$ cat config.mk
export PLATFORM = sky130hd
export DESIGN_NAME = flit_injector
export DESIGN_NICKNAME = d
export VERILOG_FILES = /design/src/rtl/flit_injector.sv
export SDC_FILE = /design/constraint.sdc
export NUM_CORES = 1
export LEC_CHECK = 0
export CORE_ASPECT_RATIO = 1.5
export CORE_UTILIZATION = 49
export DETAILED_ROUTE_END_ITERATION = 10
export PLACE_DENSITY = 0.84
export SYNTH_ARGS = -nofsm -noshare
export SYNTH_HDL_FRONTEND = slang
export SYNTH_SLANG_ARGS = --single-unit
$ cat constraint.sdc
create_clock -name clk -period 8.31 [get_ports clk]
set_input_delay 0.831 -clock clk [delete_from_list [all_inputs] [get_ports clk]]
set_output_delay 0.831 -clock clk [all_outputs]
set_load 0.02 [all_outputs]
$ cat src/rtl/flit_injector.sv
// flit_injector: injection-side front end of the bufferless router.
// Accepts PE flits over a valid/ready handshake and buffers them in a small
// first-word-fall-through FIFO. Each flit is stamped with the current cycle
// count and its valid bit on entry. The head flit leaves only when the router
// reports a free input slot.
//
// Ports:
//   clk, reset   clock, synchronous active-high reset
//   pe_valid     PE offers a flit
//   pe_flit      flit from PE (timestamp and valid fields are overwritten)
//   pe_ready     FIFO has room (registered occupancy only)
//   slot_free    router has an empty input port this cycle
//   inj_valid    a stamped head flit is presented
//   inj_flit     stamped head flit, zero when inj_valid=0
//   occupancy    current FIFO entry count
//   time_now     free-running cycle counter
//   starve       head flit has waited STARVE_LIMIT cycles without leaving
module flit_injector #(
    parameter int unsigned FLIT_W       = 64,
    parameter int unsigned TIME_W       = 8,
    parameter int unsigned TIME_LSB     = 48,
    parameter int unsigned VALID_POS    = 63,
    parameter int unsigned DEPTH        = 4,
    parameter int unsigned STARVE_LIMIT = 16
) (
    input  logic                     clk,
    input  logic                     reset,
    input  logic                     pe_valid,
    input  logic [FLIT_W-1:0]        pe_flit,
    output logic                     pe_ready,
    input  logic                     slot_free,
    output logic                     inj_valid,
    output logic [FLIT_W-1:0]        inj_flit,
    output logic [$clog2(DEPTH):0]   occupancy,
    output logic [TIME_W-1:0]        time_now,
    output logic                     starve
);

    localparam int unsigned PTR_W  = $clog2(DEPTH);
    localparam int unsigned OCC_W  = PTR_W + 1;
    localparam int unsigned SCNT_W = $clog2(STARVE_LIMIT) + 1;

    localparam logic [OCC_W-1:0]  OCC_FULL = OCC_W'(DEPTH);
    localparam logic [SCNT_W-1:0] SCNT_MAX = SCNT_W'(STARVE_LIMIT);

    logic [FLIT_W-1:0] mem [DEPTH];
    logic [PTR_W-1:0]  wr_ptr;
    logic [PTR_W-1:0]  rd_ptr;
    logic [OCC_W-1:0]  occ_q;
    logic [TIME_W-1:0] time_q;
    logic [SCNT_W-1:0] scnt_q;

    logic [FLIT_W-1:0] stamped_c;
    logic              empty_c;
    logic              enq_c;
    logic              deq_c;

    // Handshake and pop conditions, all from registered occupancy.
    assign empty_c  = (occ_q == '0);
    assign pe_ready = (occ_q < OCC_FULL);
    assign enq_c    = pe_valid && pe_ready;
    assign deq_c    = !empty_c && slot_free;

    // Head presentation; suppressed while reset is held so nothing leaves in that cycle.
    assign inj_valid = !empty_c && !reset;
    assign inj_flit  = inj_valid ? mem[rd_ptr] : '0;
    assign occupancy = occ_q;
    assign time_now  = time_q;
    assign starve    = (scnt_q == SCNT_MAX) && !reset;

    // Overwrite the age field and valid bit of the incoming flit.
    always_comb begin
        stamped_c                       = pe_flit;
        stamped_c[TIME_LSB +: TIME_W]   = time_q;
        stamped_c[VALID_POS]            = 1'b1;
    end

    // Free-running injection timestamp, wraps naturally.
    always_ff @(posedge clk) begin
        if (reset) begin
            time_q <= '0;
        end else begin
            time_q <= time_q + TIME_W'(1);
        end
    end

    // FIFO storage; contents need no reset since occupancy gates visibility.
    always_ff @(posedge clk) begin
        if (!reset && enq_c) begin
            mem[wr_ptr] <= stamped_c;
        end
    end

    // Pointers wrap modulo DEPTH by width; occupancy tracks enq/deq balance.
    always_ff @(posedge clk) begin
        if (reset) begin
            wr_ptr <= '0;
            rd_ptr <= '0;
            occ_q  <= '0;
        end else begin
            if (enq_c) begin
                wr_ptr <= wr_ptr + PTR_W'(1);
            end
            if (deq_c) begin
                rd_ptr <= rd_ptr + PTR_W'(1);
            end
            case ({enq_c, deq_c})
                2'b10:   occ_q <= occ_q + OCC_W'(1);
                2'b01:   occ_q <= occ_q - OCC_W'(1);
                default: occ_q <= occ_q;
            endcase
        end
    end

    // Head wait counter: cleared on pop or when empty, saturates at the limit.
    always_ff @(posedge clk) begin
        if (reset) begin
            scnt_q <= '0;
        end else if (empty_c || deq_c) begin
            scnt_q <= '0;
        end else if (!slot_free && (scnt_q != SCNT_MAX)) begin
            scnt_q <= scnt_q + SCNT_W'(1);
        end
    end

endmodule

==> out/summary.md <==
## Outcome
* status: finished, final reports clean

## Yosys
* register bit count reported by yosys: 274
* Cell variety after synth: 34
* syn nets: 591
* synthesized cell area: 0.0106 mm2
* post-synthesis cell type with the largest combined area: sky130_fd_sc_hd__edfxtp_1
* Syn Area/Cell: 20.5 um2
* Synth Instances: 514
* share of Yosys cell area claimed by the top area cell type: 71.7%
* sequential share of the synthesized area: 75.9%
* total number of yosys warnings: 0
* main area contributors after synthesis: sky130_fd_sc_hd__edfxtp_1, sky130_fd_sc_hd__mux4_2, sky130_fd_sc_hd__dfxtp_1

## STA
* skew final: 0.0113 ns
* setup repair after global routing missed its margin: false
* final number of hold-violating endpoints: 0
* transition time at the pin with the least slew margin: 1.04 ns
* relative slew slack: 30.6%
* fin. max-slew vios: 0
* FMAX: 213 MHz
* Setup-failing EPs final: 0
* final setup TNS: 0 ns
* period utilization: 56.6%
* post-route setup slack: 3.61 ns
* final worst path period need: 4.70 ns

## Finish
* post-layout instance area: 0.0129 mm2
* layout cell share with drive strength beyond 1: 16.4%
* Area growth syn-to-layout: 22.7%
* area used by multi-input combinational logic: 0.00235 mm2
* final net count: 730
* count of filler cells inserted in the layout: 1,432
* antenna cells: 0
* area taken by flip-flops and latches: 0.00802 mm2
* post-route insts no fill: 939

## CTS
* total clock sinks: 274
* maximum root-to-sink buffer count: 3
* H-tree depth: 1
* setup bufs post-CTS: 0
* total clock buffers created by CTS: 24
* CTS Hold Buffers Added: 0
* buffer type at the clock tree root: sky130_fd_sc_hd__clkbuf_16
* CTS tree: done
* Resized cells post-CTS: 0
* Clk pin slew, worst setup/hold paths: 0.06 ns
* Clock Latency Late Sink: 0.51 ns

## Global route
* total congestion overflow after global routing: 0
* largest net degree at the start of global routing: 66
* first-pass GRT wire length: 29.4 mm
* total global routing track utilization: 17.5%
* vias in the first global route: 5,595
* antenna violations before repair: 0

## Placement
* DP Area: 0.0121 mm2
* last weighted congestion value of the routability-driven placer: 0.717
* instance count after placement with tap cells included: 895
* Place WS: 3.58 ns
* post-detail-place hpwl: 10.6 mm
* count of buffers inserted at the top-level ports: 136

## Floorplanning
* core area: 0.0211 mm2
* number of core rows: 65
* Die X: 122 um
* Die Y: 182 um
* I/O pin cnt: 146
* die outline area: 0.0221 mm2
* starting density of the core: 50.1%

## Detailed routing
* aggregate routed wire length: 19.0 mm
* wire per inst: 20.3 um
* DR iter-0 viols: 265
* Vias: 5,128
* via density per instance: 5.46
* drt first pass iters: 5
* number of design rule violations left after detail routing: 0
* final antenna-violating net count: 0

## Power
* maximum ir drop on the vdd rail: 215 uV
* power density of the placed cells: 290 mW/mm2
* reported leakage power: 0.00413 uW

## Worst setup path
* arrival time worst endpoint: 3.87 ns
* Worst Setup Path Type: in -> out
* endpoint required time on the critical path: 7.48 ns
* kind of launch point of the worst setup path: input port
* highest net fanout along the worst path: 65
* capturing element type of the critical path: output pin

## Min path
* worst hold-check path type: reg -> reg

## Flow run
* number of max-capacitance violations reported: 0

-- critical path: stages --
cell and delay, ns:
sky130_fd_sc_hd__clkdlybuf4s50_1 0.79, sky130_fd_sc_hd__or2_0 0.51, sky130_fd_sc_hd__inv_2 0.80, sky130_fd_sc_hd__and2_1 0.29
sky130_fd_sc_hd__clkdlybuf4s50_1 0.62
-- power by group --
group          internal, uW  total (uW)  leakage (uW)  switching, uW
Clock                   660        1140      0.000411            475
Combinational           488         937       0.00124            449
Sequential             1610        1680       0.00248           75.3
Total                  2750        3750       0.00413           1000
-- synthesized netlist by cell type --
library cell,number
sky130_fd_sc_hd__edfxtp_1,252
sky130_fd_sc_hd__and2_1,67
sky130_fd_sc_hd__mux4_2,63
sky130_fd_sc_hd__dfxtp_1,22
sky130_fd_sc_hd__nor2_1,14
sky130_fd_sc_hd__buf_2,12
sky130_fd_sc_hd__inv_1,10
sky130_fd_sc_hd__ha_1,8
sky130_fd_sc_hd__buf_6,7
sky130_fd_sc_hd__xor2_1,7
sky130_fd_sc_hd__a21oi_1,6
sky130_fd_sc_hd__nand2_1,6
sky130_fd_sc_hd__nand3_1,5
sky130_fd_sc_hd__o21ai_0,4
sky130_fd_sc_hd__or3_1,4
sky130_fd_sc_hd__clkbuf_1,3
sky130_fd_sc_hd__nor3_1,3
sky130_fd_sc_hd__buf_4,2
sky130_fd_sc_hd__nand2b_1,2
sky130_fd_sc_hd__nor2b_1,2
sky130_fd_sc_hd__xnor2_1,2
sky130_fd_sc_hd__a211oi_1,1
sky130_fd_sc_hd__fa_1,1
sky130_fd_sc_hd__inv_2,1
sky130_fd_sc_hd__mux2i_1,1
sky130_fd_sc_hd__nand3b_1,1
sky130_fd_sc_hd__nand4_1,1
sky130_fd_sc_hd__nand4bb_1,1
sky130_fd_sc_hd__nor3_2,1
sky130_fd_sc_hd__nor4_1,1
sky130_fd_sc_hd__nor4b_1,1
sky130_fd_sc_hd__o21bai_1,1
sky130_fd_sc_hd__o31ai_1,1
sky130_fd_sc_hd__or2_0,1
-- state kept, by name (all words and copies together) (netlist names), named ones only --
signal	cells
wr_ptr	2
occupancy	3
scnt_q	5
rd_ptr	2
mem	252
time_now	8
-- path summary, 6_finish.rpt --
check / start / to / slack (ns) / depth (start not counted)
max: reset / inj_flit[34] / 3.61 / 5
min: rd_ptr[1] / flop / 0.51 / 2
max reg2reg: occupancy[2] / mem[3][28] / 5.98 / 4
min reg2reg: rd_ptr[1] / flop / 0.51 / 2
-- cell type report --
class | instances | area share, %
repair buffers | 137 | 10.6
clock buffers | 36 | 6.05
clock inverters | 8 | 0.406
multi-input cells | 205 | 18.2
inverters | 11 | 0.319
flip-flops and latches | 274 | 61.9
well taps | 268 | 2.59
-- placed cells by master (no fill, tap or decap), drive strengths merged, types with 7 or more instances in the layout --
cell,Yosys,routed
and2,67,67
dfxtp,22,22
mux4,63,63
xor2,7,7
nor2,14,14
inv,11,14
edfxtp,252,252
ha,8,8
clkbuf,3,36
clkdlybuf4s50,0,136
-- through the flow --
| step | power, uW | util [%] | hold slack [ns] |
|---|---|---|---|
| after floorplan | 2330 | - | 0.459 |
| after global placement | 2640 | 57.5 | 0.460 |
| after detailed placement | 2670 | 57.5 | 0.491 |
| after CTS | 3800 | 61.5 | 0.505 |
| after global routing | 3910 | 61.5 | 0.549 |
| final | 3750 | 61.5 | 0.509 |
-- per-layer routing --
layer,share of wire [%],routed length (um),up-vias,track usage [%]
li1,-,-,2306,-
met1,38,7140,2632,20.6
met2,54,10300,155,31.5
met3,6.4,1220,35,3.80
met4,2.0,377,0,5.63
met5,0,0,-,0
-- cell families (layout without fill, tap and decap cells) --
kind of cell	Yosys count	in the layout	share of synthesized area, %
DFF	274	274	75.9
and+or+nand+nor	110	110	6.07
muxes	64	64	13.5
buffers and inverters	35	192	1.96
AOI/OAI and AO/OA	13	13	0.688
adders and majority gates	9	9	1.14
xor gates and xnor gates	9	9	0.747
(Power assumes the default switching activity.)
